$ cat src/rtl/sort_pkg.sv
`default_nettype none
// ============================================================================
// Module      : sort_pkg
// Description : Shared constants for the 100-element sorter: placement flags,
//               the "no index" marker and the block size.
// Revision    : 1.0 - initial release
// ============================================================================
package sort_pkg;

  // Placement flags produced by the index-finding stage
  localparam logic [1:0] FLAG_INIT   = 2'b00;
  localparam logic [1:0] FLAG_LESS   = 2'b01;
  localparam logic [1:0] FLAG_FIT    = 2'b10;
  localparam logic [1:0] FLAG_LARGER = 2'b11;

  // Global index value meaning "no position found"
  localparam logic [7:0] NO_INDEX    = 8'hFF;

  // Entries held by one sorter block
  localparam int         BLOCK_SIZE  = 10;

endpackage
`default_nettype wire

$ cat src/rtl/sort_insert_shifter.sv
`default_nettype none
// ============================================================================
// Module      : sort_insert_shifter
// Description : Combinational insert network for one sorted bank. Writes the
//               new element at position pos, shifts the entries above it up by
//               one and reports the entry that falls off the top.
// Revision    : 1.0 - initial release
// ============================================================================
module sort_insert_shifter #(
  parameter int WIDTH = 16,
  parameter int DEPTH = 10
) (
  input  logic [DEPTH-1:0][WIDTH-1:0] bank_a,
  input  logic [DEPTH-1:0][3:0]       bank_id,
  input  logic [7:0]                  pos,
  input  logic [WIDTH-1:0]            a,
  input  logic [3:0]                  a_id,
  input  logic                        full,
  output logic [DEPTH-1:0][WIDTH-1:0] next_a,
  output logic [DEPTH-1:0][3:0]       next_id,
  output logic [WIDTH-1:0]            drop_a,
  output logic [3:0]                  drop_id,
  output logic                        drop_valid
);

  // Per-entry select: keep below pos, new element at pos, neighbour above pos.
  // Unused entries are all-ones/id 0, so shifting them keeps the fill pattern.
  for (genvar i = 0; i < DEPTH; i++) begin : g_entry
    localparam logic [7:0] c_idx = 8'(i);
    if (i == 0) begin : g_first
      assign next_a[i]  = (pos == c_idx) ? a    : bank_a[i];
      assign next_id[i] = (pos == c_idx) ? a_id : bank_id[i];
    end else begin : g_rest
      assign next_a[i]  = (pos > c_idx)  ? bank_a[i]  :
                          (pos == c_idx) ? a          : bank_a[i-1];
      assign next_id[i] = (pos > c_idx)  ? bank_id[i] :
                          (pos == c_idx) ? a_id       : bank_id[i-1];
    end
  end

  // Inserting just past the top of a full bank drops the incoming element
  assign drop_a     = (pos == 8'(DEPTH)) ? a    : bank_a[DEPTH-1];
  assign drop_id    = (pos == 8'(DEPTH)) ? a_id : bank_id[DEPTH-1];
  assign drop_valid = full;

endmodule
`default_nettype wire

$ cat src/rtl/sort_block_insert.sv
`default_nettype none
// ============================================================================
// Module      : sort_block_insert
// Description : Storage stage for one block of the 100-element sorter. Inserts
//               "fit" elements at the resolved position of its sorted bank and
//               evicts the largest entry toward the next block when full.
//               Optional statistics outputs: define SORT_INSERT_STATS_EN.
// Revision    : 1.0 - initial release
// ============================================================================
module sort_block_insert
  import sort_pkg::*;
#(
  parameter int WIDTH = 16,
  parameter int BLOCK = 0,
  parameter int DEPTH = 10
) (
  input  logic                        clk,
  input  logic                        rst,
  input  logic                        in_valid,
  output logic                        in_ready,
  input  logic [WIDTH-1:0]            in_a,
  input  logic [3:0]                  in_a_id,
  input  logic signed [7:0]           in_index,
  input  logic [1:0]                  in_flag,
  output logic [DEPTH-1:0][WIDTH-1:0] array_out,
  output logic [DEPTH-1:0][3:0]       id_out,
  output logic [3:0]                  count,
  output logic                        ev_valid,
  input  logic                        ev_ready,
  output logic [WIDTH-1:0]            ev_a,
  output logic [3:0]                  ev_a_id,
  output logic                        reject
`ifdef SORT_INSERT_STATS_EN
  ,
  output logic [15:0]                 stat_ins,
  output logic [15:0]                 stat_rej,
  output logic [15:0]                 stat_ev
`endif
);

  typedef enum logic [0:0] {
    ST_IDLE  = 1'b0,
    ST_EVICT = 1'b1
  } state_t;

  state_t                      r_state, w_state_nxt;
  logic [DEPTH-1:0][WIDTH-1:0] r_bank_a, w_next_a;
  logic [DEPTH-1:0][3:0]       r_bank_id, w_next_id;
  logic [3:0]                  r_count;
  logic [WIDTH-1:0]            r_ev_a, w_drop_a;
  logic [3:0]                  r_ev_id, w_drop_id;
  logic                        r_reject;
  logic                        w_drop_valid;

  // Local position relative to this block's first global slot
  logic signed [7:0] w_p;
  assign w_p = in_index - $signed(8'(BLOCK_SIZE * BLOCK));

  logic w_idle, w_full, w_fit, w_accept, w_ins, w_rej;
  assign w_idle   = (r_state == ST_IDLE);
  assign w_full   = (r_count == 4'(DEPTH));
  assign w_fit    = (in_flag == FLAG_FIT) && !w_p[7] &&
                    (w_p <= $signed({4'b0000, r_count}));
  assign w_accept = in_valid && w_idle;
  assign w_ins    = w_accept && w_fit;
  assign w_rej    = w_accept && !w_fit;

  sort_insert_shifter #(
    .WIDTH (WIDTH),
    .DEPTH (DEPTH)
  ) u_shifter (
    .bank_a     (r_bank_a),
    .bank_id    (r_bank_id),
    .pos        (w_p),
    .a          (in_a),
    .a_id       (in_a_id),
    .full       (w_full),
    .next_a     (w_next_a),
    .next_id    (w_next_id),
    .drop_a     (w_drop_a),
    .drop_id    (w_drop_id),
    .drop_valid (w_drop_valid)
  );

  // State register
  always_ff @(posedge clk) begin
    if (rst) r_state <= ST_IDLE;
    else     r_state <= w_state_nxt;
  end

  // Next state and handshake outputs
  always_comb begin
    w_state_nxt = r_state;
    in_ready    = 1'b0;
    ev_valid    = 1'b0;
    case (r_state)
      ST_IDLE: begin
        in_ready = 1'b1;
        if (w_ins && w_full) w_state_nxt = ST_EVICT;
      end
      ST_EVICT: begin
        ev_valid = 1'b1;
        if (ev_ready) w_state_nxt = ST_IDLE;
      end
      default: w_state_nxt = ST_IDLE;
    endcase
  end

  // Bank, count, eviction register and reject pulse
  always_ff @(posedge clk) begin
    if (rst) begin
      r_bank_a  <= '1;
      r_bank_id <= '0;
      r_count   <= 4'd0;
      r_ev_a    <= '0;
      r_ev_id   <= 4'd0;
      r_reject  <= 1'b0;
    end else begin
      r_reject <= w_rej;
      if (w_ins) begin
        r_bank_a  <= w_next_a;
        r_bank_id <= w_next_id;
        if (!w_full) r_count <= r_count + 4'd1;
        if (w_drop_valid) begin
          r_ev_a  <= w_drop_a;
          r_ev_id <= w_drop_id;
        end
      end
    end
  end

  assign array_out = r_bank_a;
  assign id_out    = r_bank_id;
  assign count     = r_count;
  assign ev_a      = r_ev_a;
  assign ev_a_id   = r_ev_id;
  assign reject    = r_reject;

`ifdef SORT_INSERT_STATS_EN
  logic [15:0] r_stat_ins, r_stat_rej, r_stat_ev;

  // Saturating event counters
  always_ff @(posedge clk) begin
    if (rst) begin
      r_stat_ins <= 16'd0;
      r_stat_rej <= 16'd0;
      r_stat_ev  <= 16'd0;
    end else begin
      if (w_ins && r_stat_ins != 16'hFFFF) r_stat_ins <= r_stat_ins + 16'd1;
      if (w_rej && r_stat_rej != 16'hFFFF) r_stat_rej <= r_stat_rej + 16'd1;
      if (ev_valid && ev_ready && r_stat_ev != 16'hFFFF)
        r_stat_ev <= r_stat_ev + 16'd1;
    end
  end

  assign stat_ins = r_stat_ins;
  assign stat_rej = r_stat_rej;
  assign stat_ev  = r_stat_ev;
`endif

endmodule
`default_nettype wire

$ cat config.mk
export PLATFORM = sky130hd
export DESIGN_NAME = sort_block_insert
export DESIGN_NICKNAME = d
export VERILOG_FILES = /design/src/rtl/sort_pkg.sv /design/src/rtl/sort_insert_shifter.sv /design/src/rtl/sort_block_insert.sv
export SDC_FILE = /design/constraint.sdc
export NUM_CORES = 1
export LEC_CHECK = 0
export CAP_MARGIN = 0
export CORE_MARGIN = 5
export CORE_UTILIZATION = 40
export CTS_CLUSTER_SIZE = 25
export DETAILED_ROUTE_END_ITERATION = 8
export PLACE_DENSITY = 0.65
export SLEW_MARGIN = 20
export SYNTH_ARGS = -nofsm -noshare
export SYNTH_HDL_FRONTEND = slang
export SYNTH_SLANG_ARGS = --single-unit
$ cat constraint.sdc
create_clock -name clk -period 3.9 [get_ports clk]
set_clock_uncertainty 0.05 [all_clocks]
set_input_delay 0.975 -clock clk [delete_from_list [all_inputs] [get_ports clk]]
set_output_delay 0.975 -clock clk [all_outputs]
set_load 0.03 [all_outputs]
Word-level counts from Yosys, hierarchy flattened

Cells that the tools add are included.
W data, S select, Z words.

Word-level logic and storage cells: 105
Output and inout port bits: 227
Register bits after elaboration: 226
Input bits: 34

Bitwise logic cells: 11
Order comparisons: 10
Muxes and demuxes: 25
Reductions and logical operators: 21
Add/sub/neg operators: 1
Equality and inequality tests: 12

Operator list:

| operator              | count |
|---|---|
| $mux W16              | 10 |
| $mux W4               | 10 |
| $eq A8 B3 Y1 const B  | 4 |
| $gt A8 B3 Y1 const B  | 4 |
| $eq A8 B4 Y1 const B  | 3 |
| $reduce_and A2 Y1     | 12 |
| $eq A8 B2 Y1 const B  | 2 |
| $gt A8 B2 Y1 const B  | 2 |
| $gt A8 B4 Y1 const B  | 2 |
| $not A1 Y1            | 11 |
| $eq A8 B1 Y1 const B  | 1 |
| $gt A8 B1 Y1 const B  | 1 |
| $le A8 B5 Y1          | 1 |
| $logic_not A8 Y1      | 1 |
| $logic_and A1 B1 Y1   | 6 |
| $add A4 B1 Y4 const B | 1 |
| $eq A4 B4 Y1 const B  | 1 |
| $mux W1               | 4 |
| $eq A2 B2 Y1 const B  | 1 |
| $logic_not A1 Y1      | 2 |
| $pmux W1 S2           | 1 |

Logic depth before layout (Yosys ltp)

Gate-level depths: netlist (run 1).

Depth in word-level cells: 7
Depth in mapped cells: 10
Mapped depth without buffers: 6

Hierarchy

A second synthesis (run 1) with hierarchy kept.

Cell total of the unflattened synthesis: 1810
Area total of the unflattened synthesis: 12903.6 sq um

By module, submodules not included:

| module              | seq. area each (sq um) | cells an instance | times used | area an instance (sq um) |
|---|---|---|---|---|
| sort_block_insert   | 4524.3                 | 1053              | 1          | 8724.6 |
| sort_insert_shifter | 0.0                    | 757               | 1          | 4179.0 |

Worst setup path after synthesis (run 1)

Ideal clock, no wire load.

Path type: input port to flip-flop
Start: input in_index[0]
End: register r_bank_id (netlist bit id_out[31])
Buffers on the path: 3
Path slack: 0.985 ns
Data arrival time: 2.794 ns
Setup time: 0.070 ns
Stages: 8
Required time: 3.780 ns
Cell sequence: buf_2 -> inv_1 -> ha_1 -> a41oi_1 -> clkbuf_1 -> buf_1 -> o31ai_1 -> a21oi_1

Cells in the longest elaborated chain, start to end: 4
Elaborated cells on any way between the ends: 8
Classes of those cells: 2 x order compare; 1 x eq/ne; 1 x mux; 1 x bitwise; 3 x reduce/logical

RTL lines:

| item                        | RTL line                 | RTL |
|---|---|---|
| start, declared             | sort_block_insert.sv:23  | `input logic signed [7:0] in_index,` |
| $le A8 B5 Y1                | sort_block_insert.sv:63  | `(w_p <= $signed({4'b0000, r_count}));` |
| $logic_and A1 B1 Y1         | sort_block_insert.sv:62  | `assign w_fit = (in_flag == FLAG_FIT) && !w_p[7] &&` |
| $logic_and A1 B1 Y1         | sort_block_insert.sv:65  | `assign w_ins = w_accept && w_fit;` |
| $reduce_and A2 Y1 (no line) | -                        |  |
| end signal, assigned        | sort_block_insert.sv:122 | `r_bank_id <= w_next_id;` |
| end, declared               | sort_block_insert.sv:48  | `logic [DEPTH-1:0][3:0] r_bank_id, w_next_id;` |

Parallel ways exist; a longest one is shown, timed or not.
A chain may end at the register's enable or synchronous reset.

Worst setup path in the final report (run 1)

Start: input in_index[3]
End: register r_bank_a (netlist bit array_out[87])

Cells in the longest elaborated chain, start to end: 4
Elaborated cells on any way between the ends: 8
Classes of those cells: 2 x order compare; 1 x eq/ne; 1 x mux; 1 x bitwise; 3 x reduce/logical

RTL lines:

| item                        | RTL line                 | RTL |
|---|---|---|
| $le A8 B5 Y1                | sort_block_insert.sv:63  |  |
| $logic_and A1 B1 Y1         | sort_block_insert.sv:62  |  |
| $logic_and A1 B1 Y1         | sort_block_insert.sv:65  |  |
| $reduce_and A2 Y1 (no line) | -                        |  |
| end signal, assigned        | sort_block_insert.sv:121 | `r_bank_a <= w_next_a;` |
| end, declared               | sort_block_insert.sv:47  | `logic [DEPTH-1:0][WIDTH-1:0] r_bank_a, w_next_a;` |

Parallel ways exist; a longest one is shown, timed or not.

==> results of run 1 <==
path summary, 6_finish.rpt:
path                          from                         end  cells past startpoint
max                    in_index[3]  array_out[87]$_SDFFE_PP1P_                      6
min           ev_a[2]$_SDFFE_PP0P_        ev_a[2]$_SDFFE_PP0P_                      2
max reg2reg  count[1]$_SDFFE_PP0P_  array_out[87]$_SDFFE_PP1P_                      6
min reg2reg   ev_a[2]$_SDFFE_PP0P_        ev_a[2]$_SDFFE_PP0P_                      2
power by group through the flow:
stage / Combinational [W] / Sequential [W] / Clock, W
final: 0.000387 / 0.00231 / 0.00227
after global routing: 0.000406 / 0.00231 / 0.00240
after CTS: 0.000377 / 0.00231 / 0.00231
after detailed placement: 0.000376 / 0.00236 / 0
after global placement: 0.000373 / 0.00236 / 0
after floorplan: 0.000212 / 0.00236 / 0
Yosys cell counts, types with 2 or more instances:
| master | count | area (µm²) |
|---|---|---|
| dfxtp_1 | 226 | 4524 |
| clkbuf_1 | 142 | 533.0 |
| o31ai_1 | 140 | 1051 |
| nor2_1 | 135 | 506.7 |
| mux2i_1 | 122 | 1221 |
| a21oi_1 | 101 | 505.5 |
| a211oi_1 | 53 | 397.9 |
| o211ai_1 | 49 | 367.9 |
| and3_1 | 47 | 294.0 |
| o2111ai_1 | 46 | 402.9 |
| a21boi_0 | 44 | 330.3 |
| o311ai_0 | 38 | 332.8 |
| nor3_1 | 34 | 170.2 |
| inv_1 | 22 | 82.58 |
| buf_1 | 20 | 75.07 |
| nand2_1 | 20 | 75.07 |
| nand3_1 | 18 | 90.09 |
| buf_2 | 16 | 80.08 |
| o31a_1 | 16 | 140.1 |
| nor2b_1 | 9 | 56.30 |
| o311ai_1 | 9 | 78.83 |
| o21ai_0 | 8 | 40.04 |
| and4_1 | 6 | 52.55 |
| ha_1 | 6 | 75.07 |
| nand4_1 | 6 | 37.54 |
| a41oi_1 | 5 | 43.79 |
| buf_6 | 5 | 56.30 |
| mux2_2 | 5 | 56.30 |
| mux2_4 | 4 | 60.06 |
| nor4_1 | 4 | 25.02 |
| or3_1 | 3 | 18.77 |
| buf_4 | 2 | 15.01 |
| mux2_1 | 2 | 22.52 |
| nand2b_1 | 2 | 12.51 |
| nand4bb_1 | 2 | 22.52 |
| nor4_2 | 2 | 25.02 |
| nor4b_1 | 2 | 17.52 |
| nor4b_2 | 2 | 30.03 |
| nor4bb_1 | 2 | 20.02 |
| or4_4 | 2 | 22.52 |
flip-flops by register name (all words and copies together) (netlist names):
| register | count |
|---|---|
| array_out | 160 |
| id_out | 40 |
| ev_a | 16 |
| count | 4 |
| ev_a_id | 4 |
| r_state | 1 |
| reject | 1 |
layer usage:
| metal | GRT usage (%) | share of wire, % | routed length, µm | vias up |
|---|---|---|---|---|
| li1 | - | - | - | 5671 |
| met1 | 32.68 | 43 | 18980 | 5690 |
| met2 | 39.13 | 45 | 19930 | 498 |
| met3 | 6.572 | 9.0 | 3971 | 73 |
| met4 | 6.862 | 2.9 | 1278 | 0 |
| met5 | 0 | 0 | 0 | - |
worst min-delay path, stage by stage (launching register included):
cell and delay (ns):
dfxtp_1 0.31, o31ai_1 0.06, a21oi_1 0.05
through the flow:
stage | std cells | setup WS, ns
4_1_cts | 1967 | 0.6808
3_5_place_dp | 1923 | 0.1501
2_1_floorplan | 1396 | 0.9853
6_report | 1967 | 0.6598
3_3_place_gp | 1923 | 0.1985
5_1_grt | 1967 | 0.4356
cell type report:
cell class	count	share of cell area, %
well taps	390	3.066
flip-flops and latches	226	28.42
inverters	23	0.5424
clock inverters	8	0.2751
repair buffers	322	19.91
clock buffers	36	4.583
multi-input cells	962	43.20
logic make-up (layout without fill, tap and decap cells):
logic type | Yosys count | after routing
adders and majority gates | 6 | 6
and+or+nand+nor | 309 | 309
DFF | 226 | 226
buffers and inverters | 208 | 389
muxes | 133 | 133
AOI/OAI and AO/OA | 514 | 514
==> flow_summary.json, run 1 <==
{
  "status": "finished clean",
  "critPathRequiredTime_ns": 4.26,
  "fin_crit_ns": 3.240,
  "rsz0062_at_grt": "no",
  "clock-root-buffer": "clkbuf_16",
  "cts-hold-fix-buffers": 0,
  "synthSimpleGateAreaFrac_pct": 13.27,
  "final_common_cell": "clkdlybuf4s50_1",
  "drcViolationCount": 0,
  "ir_drop_v": 0.0003540,
  "syn-num-nets": 1436,
  "powerDensity_nw_per_um2": 311.8,
  "final_cell_mix": "clkdlybuf4s50_1 (259), dfxtp_1 (226), o31ai_1 (140)",
  "setup_violations": 0,
  "first_iter_violations": 843,
  "start_kind": "primary input",
  "fin_tns_setup_ns": 0,
  "firstDrtPassIters": 5,
  "placed_cell_area_um2": 15140,
  "wire_per_inst_um": 22.45,
  "synth_compound_area_share_pct": 30.73,
  "cp_num_buf_inv": 1,
  "cts_buffers": 26,
  "hp-class": "reg2reg",
  "stdcell_area_um2": 15920,
  "dieArea_um2": 33970,
  "drive_above_1_share_pct": 8.497,
  "period_share_pct": 83.08,
  "tightest_slew_ns": 0.8537,
  "cts_resized": 0,
  "p_comb_share_pct": 7.8,
  "areaGrowthSynthToFinish_pct": 30.98,
  "synth_cell_type_count": 59,
  "globalplace.congestion": 0.8647,
  "overflow": 0,
  "nets": 1601,
  "regArea_um2": 4524,
  "finish.utilization_pct": 53.42,
  "core_area_um2": 29800,
  "synth_top_family_by_area": "compound AO/OA/AOI/OAI gates",
  "multi_input_area_um2": 6877,
  "dr_total_vias": 11930,
  "whs_ns": 0.4157,
  "synth_top_flop_cell": "dfxtp_1",
  "cp-end-kind": "register",
  "cp_max_fo": 19,
  "worstSetupPathType": "in2reg",
  "io_pins": 261,
  "relSlewSlack_pct": 43.09,
  "cpPeakStageDelay_ns": 0.50,
  "p_int_w": 0.003703,
  "die_h_um": 184.3,
  "synth_edf_count": 0,
  "clk_latency_ns": 0.53,
  "syn-instance-count": 1396,
  "routed_wl_mm": 44.16,
  "cts.sink_count": 226,
  "cts.path.max_buffers": 3,
  "max_freq_mhz": 308.6,
  "avgViaCountPerCell": 6.066,
  "grt_pass1_vias": 11530,
  "syn_area_um2": 12150,
  "synth_xor_area_share_pct": 0,
  "switching_share_pct": 25.40,
  "total_power_w": 0.004963,
  "post-cts-setup-buffers": 0,
  "fp-row-count": 63,
  "critPathArrivalTime_ns": 3.60,
  "regToRegSetupSlack_ns": 1.07,
  "initial_core_util_pct": 40.79,
  "die_x_um": 184.3,
  "grt_max_degree": 202,
  "synthArstFlopShare_pct": 0,
  "synth_area_per_cell_um2": 8.706,
  "antenna_found_initial": 0,
  "hpwl_mm": 31.60,
  "power.switching_w": 0.001261,
  "port_buffers": 260,
  "synth-adder-area-share_pct": 0.6177,
  "pwr-share-clk_pct": 45.6,
  "tritoncts": "built",
  "path_cells": "clkdlybuf4s50_1 > ha_1 > a21oi_1 > a41o_2 > nand3_1 > o311ai_0",
  "htreeDepth": 1,
  "cpMaxStageDelayCell": "nand3_1",
  "clkSlewWorstSetupHoldPaths_ns": 0.06,
  "pwr-share-seq_pct": 46.6,
  "synth_seq_cells": 226,
  "track_usage_pct": 24.47,
  "drv_cap": 0,
  "synth_mux_area_share_pct": 11.19,
  "fillers": 2753,
  "maxSlewViolCount": 0,
  "grt_pass1_wl_mm": 67.64,
  "yosys_warnings": 0,
  "hold_viol_final": 0,
  "crit_family": "compound AO/OA/AOI/OAI gates",
  "synth_seq_area_share_pct": 37.23,
  "num_antenna_cells": 0,
  "leakage_nw": 6.224,
  "postRouteAntennaNets": 0
}
(Power assumes the default switching activity.)
==> run 2, diff against run 1 <==
==> constraint.sdc (replaced) <==
create_clock -name clk -period 3.2 [get_ports clk]
set_clock_uncertainty 0.05 [all_clocks]
set_input_delay 0.8 -clock clk [delete_from_list [all_inputs] [get_ports clk]]
set_output_delay 0.8 -clock clk [all_outputs]
set_load 0.03 [all_outputs]
==> run 2 against run 1 <==
Effect of this change:
- sequential power is 22% higher
- clock power is 30% higher
- critical path depth is 1 higher
- first-iteration DRC count is 25% higher
- wire length is 1.3% higher
- flip-flop and latch count stayed put
- cell area is 3.4% higher
- critical endpoint is now array_out[121]$_SDFFE_PP1P_
==> flow_summary.json, run 2 (synthesized netlist as in run 1, its figures left out) <==
{
  "grt_pass1_vias": 11800,
  "final_common_cell": "clkdlybuf4s50_1",
  "drv_cap": 0,
  "nets": 1647,
  "crit_family": "buffers and inverters",
  "htreeDepth": 1,
  "relSlewSlack_pct": 58.74,
  "ir_drop_v": 0.0002916,
  "cts.sink_count": 226,
  "period_share_pct": 84.10,
  "cpMostUsedCell": "buf_4",
  "hp-class": "reg2reg",
  "fin_tns_setup_ns": 0,
  "cpMaxStageDelayCell": "clkdlybuf4s50_1",
  "status": "finished clean",
  "cp_num_buf_inv": 4,
  "dr_total_vias": 12230,
  "hpwl_mm": 32.77,
  "initial_core_util_pct": 40.79,
  "holdPathEnd": "ev_a_id[0]$_SDFFE_PP0P_",
  "tightest_slew_ns": 0.6170,
  "grt_pass1_wl_mm": 69.02,
  "holdPathStages": 2,
  "cts_resized": 0,
  "clock-root-buffer": "clkbuf_16",
  "cts_buffers": 26,
  "areaGrowthSynthToFinish_pct": 35.48,
  "post-cts-setup-buffers": 0,
  "io_pins": 261,
  "clkSlewWorstSetupHoldPaths_ns": 0.06,
  "cpPeakStageDelay_ns": 0.51,
  "core_area_um2": 29800,
  "overflow": 0,
  "multi_input_area_um2": 6877,
  "die_h_um": 184.3,
  "fp-row-count": 63,
  "regArea_um2": 4524,
  "rsz0062_at_grt": "no",
  "dieArea_um2": 33970,
  "min_from": "ev_a_id[0]$_SDFFE_PP0P_",
  "postRouteAntennaNets": 0,
  "largest_reg_flops": 160,
  "tritoncts": "built",
  "grt_max_degree": 109,
  "reg2reg_depth": 7,
  "die_x_um": 184.3,
  "reg2reg_to": "array_out[56]$_SDFFE_PP1P_",
  "leakage_nw": 6.534,
  "path_cells": "clkdlybuf4s50_1 > buf_4 > nor4b_2 > buf_4 > buf_4 > a21oi_1 > o311ai_0",
  "cp-end-kind": "register",
  "dpl.cell_count": 1969,
  "max_freq_mhz": 371.6,
  "firstDrtPassIters": 6,
  "track_usage_pct": 24.94,
  "final_cell_mix": "clkdlybuf4s50_1 (259), dfxtp_1 (226), o31ai_1 (140)",
  "drive_above_1_share_pct": 11.45,
  "cts.path.max_buffers": 3,
  "wire_per_inst_um": 22.20,
  "hold_viol_final": 0,
  "routed_wl_mm": 44.74,
  "start_kind": "primary input",
  "port_buffers": 260,
  "regToRegSetupSlack_ns": 0.69,
  "worstSetupPathType": "in2reg",
  "drcViolationCount": 0,
  "cts-hold-fix-buffers": 0,
  "antenna_found_initial": 1,
  "critPathRequiredTime_ns": 3.56,
  "powerDensity_nw_per_um2": 381.1,
  "setup_violations": 0,
  "first_iter_violations": 1053,
  "finalNonFillerCells": 2015,
  "cp_max_fo": 51,
  "fillers": 2661,
  "regToRegStartpoint": "count[1]$_SDFFE_PP0P_",
  "whs_ns": 0.4155,
  "avgViaCountPerCell": 6.071,
  "critPathArrivalTime_ns": 3.05,
  "num_antenna_cells": 0,
  "maxSlewViolCount": 0,
  "fin_crit_ns": 2.691,
  "globalplace.congestion": 0.8938,
  "clk_latency_ns": 0.52
}
## run 2: stage by stage
step	utilization, %	setup slack, ns	total power (W)	cell area (µm²)
after floorplan	-	0.4603	0.003140	12150
after global placement	52.41	0.01753	0.003366	15620
after detailed placement	52.41	0.01146	0.003370	15620
after CTS	55.26	0.5590	0.006302	16460
after global routing	55.26	0.3820	0.006444	16460
final	55.26	0.5088	0.006275	16460
## run 2: worst max-delay path by stage
| stage | startpoint | end | depth (start not counted) | slack (ns) |
|---|---|---|---|---|
| 2_1_floorplan | in_index[0] | id_out[31]$_SDFFE_PP0P_ | 8 | 0.46 |
| 3_3_place_gp | in_index[1] | count[1]$_SDFFE_PP0P_ | 7 | 0.02 |
| 3_5_place_dp | in_index[6] | array_out[121]$_SDFFE_PP1P_ | 7 | 0.01 |
| 4_1_cts | in_index[6] | array_out[121]$_SDFFE_PP1P_ | 7 | 0.56 |
| 5_1_grt | in_index[6] | array_out[125]$_SDFFE_PP1P_ | 7 | 0.38 |
| 6_report | in_index[6] | array_out[121]$_SDFFE_PP1P_ | 7 | 0.51 |
## run 2: cell type report
type,count,share of cell area (%)
well taps,390,2.964
inverters,23,0.5244
multi-input cells,962,41.77
flip-flops and latches,226,27.48
clock inverters,10,0.4864
clock buffers,36,4.674
repair buffers,368,22.11
## run 2: report_power, final
| group | internal, W | switching (W) | leakage (nW) |
|---|---|---|---|
| combinational | 0.000142 | 0.000363 | 4.29 |
| sequential | 0.00282 | 0.00000150 | 1.83 |
| clock | 0.00175 | 0.00120 | 0.421 |
| total | 0.00471 | 0.00157 | 6.53 |
## run 2: worst reg2reg max path, delay by kind of cell (launching register included)
kind	cells	cell delay, ns
flip-flops	1	0.45
AND/OR/NAND/NOR	1	0.33
AO/OA/AOI/OAI	3	0.70
buffers and inverters	2	0.50
adder cells (fa/ha/maj)	1	0.38
## run 2: routing by layer
layer | vias up | track usage [%] | routed length, µm
met3 | 61 | 6.394 | 4119
li1 | 5771 | - | -
met4 | 0 | 5.738 | 975
met5 | - | 0 | 0
met1 | 5868 | 34.41 | 19410
met2 | 534 | 39.39 | 20230
==> run 3, diff against run 2 <==
--- a/config.mk
+++ b/config.mk
@@ -10,7 +10,7 @@
 export CORE_UTILIZATION = 40
 export CTS_CLUSTER_SIZE = 25
 export DETAILED_ROUTE_END_ITERATION = 8
-export PLACE_DENSITY = 0.65
+export PLACE_DENSITY = 0.68
 export SLEW_MARGIN = 20
 export SYNTH_ARGS = -nofsm -noshare
 export SYNTH_HDL_FRONTEND = slang
==> constraint.sdc (replaced) <==
create_clock -name clk -period 2.2 [get_ports clk]
set_clock_uncertainty 0.05 [all_clocks]
set_input_delay 0.55 -clock clk [delete_from_list [all_inputs] [get_ports clk]]
set_output_delay 0.55 -clock clk [all_outputs]
set_load 0.03 [all_outputs]
==> run 3 against run 2 <==
Effect of this change:
- critical path type is now reg2out
- die area is the same
- power grew 47%
- via count grew 3.2%
- sequential power grew 45%
==> flow_summary.json, run 3 (synthesized netlist as in run 1, its figures left out) <==
{
  "track_usage_pct": 26.05,
  "wire_per_inst_um": 22.13,
  "areaGrowthSynthToFinish_pct": 45.42,
  "grt_pass1_vias": 12590,
  "dpl.cell_count": 2052,
  "tightest_slew_ns": 0.4860,
  "ir_drop_v": 0.0004842,
  "leakage_nw": 7.229,
  "clkSlewWorstSetupHoldPaths_ns": 0.06,
  "grt_pass1_wl_mm": 71.86,
  "pre_cts_ws_ns": -0.7582,
  "cts_buffers": 26,
  "cts.sink_count": 226,
  "grt_max_degree": 78,
  "total_power_w": 0.009226,
  "initial_core_util_pct": 40.79,
  "cp_max_fo": 3,
  "setup_violations": 0,
  "maxSlewViolCount": 0,
  "die_x_um": 184.3,
  "hold_viol_final": 0,
  "dieArea_um2": 33970,
  "rsz0062_at_grt": "yes",
  "status": "finished clean",
  "period_share_pct": 98.37,
  "cp_num_buf_inv": 1,
  "io_pins": 261,
  "fillers": 2661,
  "worstSetupPathType": "reg2out",
  "cp-end-kind": "output port",
  "relSlewSlack_pct": 67.50,
  "first_iter_violations": 1013,
  "max_freq_mhz": 462.1,
  "cts.path.max_buffers": 3,
  "postRouteAntennaNets": 0,
  "final_cell_mix": "dfxtp_1 (224), dlygate4sd2_1 (169), buf_4 (159)",
  "core_area_um2": 29800,
  "largest_reg_flops": 160,
  "hpwl_mm": 34.53,
  "antenna_found_initial": 0,
  "drv_cap": 0,
  "globalplace.congestion": 0.9183,
  "critPathArrivalTime_ns": 1.56,
  "nets": 1745,
  "drive_above_1_share_pct": 19.00,
  "die_h_um": 184.3,
  "finish.utilization_pct": 59.31,
  "routed_wl_mm": 46.72,
  "finalNonFillerCells": 2111,
  "tritoncts": "built",
  "fin_crit_ns": 2.164,
  "start_kind": "register",
  "port_buffers": 260,
  "avgViaCountPerCell": 5.979,
  "num_antenna_cells": 0,
  "fp-row-count": 63,
  "cpPeakStageDelay_ns": 0.69,
  "final_common_cell": "dfxtp_1",
  "dr_total_vias": 12620,
  "hp-class": "in2reg",
  "path_cells": "clkdlybuf4s50_1",
  "clk_latency_ns": 0.53,
  "clock-root-buffer": "clkbuf_16",
  "powerDensity_nw_per_um2": 522.0,
  "htreeDepth": 1,
  "firstDrtPassIters": 7,
  "critPathRequiredTime_ns": 1.60,
  "whs_ns": 0.3758,
  "drcViolationCount": 0,
  "cpMaxStageDelayCell": "clkdlybuf4s50_1",
  "crit_family": "buffers and inverters",
  "worst_slack_ns": 0.03586,
  "overflow": 0
}
==> run 3: cell types whose count changed in the layout (fill, tap and decap cells not counted), sizes merged <==
cell	delta
clkbuf	+4
dlymetal6s2s	+37
dlygate4sd2	+169
clkinv	-5
inv	+2
clkdlybuf4s50	-206
clkinvlp	-2
buf	+97
==> run 3: path summary, 6_finish.rpt <==
path	start	cells after the start	end	slack (ns)
setup / recovery	id_out[4]$_SDFFE_PP0P_	1	id_out[4]	0.04
hold / removal	rst	2	id_out[30]$_SDFFE_PP0P_	0.38
hold reg to reg	ev_a[12]$_SDFFE_PP0P_	2	ev_a[12]$_SDFFE_PP0P_	0.41
setup reg to reg	count[1]$_SDFFE_PP0P_	9	array_out[4]$_SDFFE_PP1P_	0.05
==> run 3: power by group <==
group	internal [W]	switching (W)	total (W)
Combinational	0.000326	0.000581	0.000907
Clock	0.00249	0.00174	0.00422
Sequential	0.00409	0.00000221	0.00410
==> run 3: per-layer routing <==
layer  GRT usage, %  part of all wire (%)
met1          34.72                    43
met2          42.04                    45
met3          5.388                   8.2
met4          9.110                   3.8
met5              0                     0
==> run 3: repair_timing <==
| item | 4_1_cts | 5_1_grt |
|---|---|---|
| cloned | 2 | 1 |
| hold buffers | 0 | 0 |
| resized for setup | 197 | 111 |
| pin swaps | 4 | 1 |
| setup buffers | 9 | 3 |
| setup endpoints to repair | 342 | 227 |
==> run 3: layout make-up <==
cell class / instances / area, µm² / share of cell area [%]
clock buffers: 39 / 760.7 / 4.304
multi-input cells: 962 / 7226 / 40.88
well taps: 390 / 488.0 / 2.761
flip-flops and latches: 226 / 4529 / 25.63
repair buffers: 466 / 4526 / 25.61
clock inverters: 5 / 55.05 / 0.3115
inverters: 23 / 88.84 / 0.5027
==> run 3: metrics by stage <==
stage / instance area, µm² / TNS [ns]
floorplan: 12290 / -1.542
global route: 17670 / -0.2795
finish: 17670 / 0
detailed placement: 16470 / -138.01
CTS: 17280 / -0.01291
global placement: 16470 / -128.31
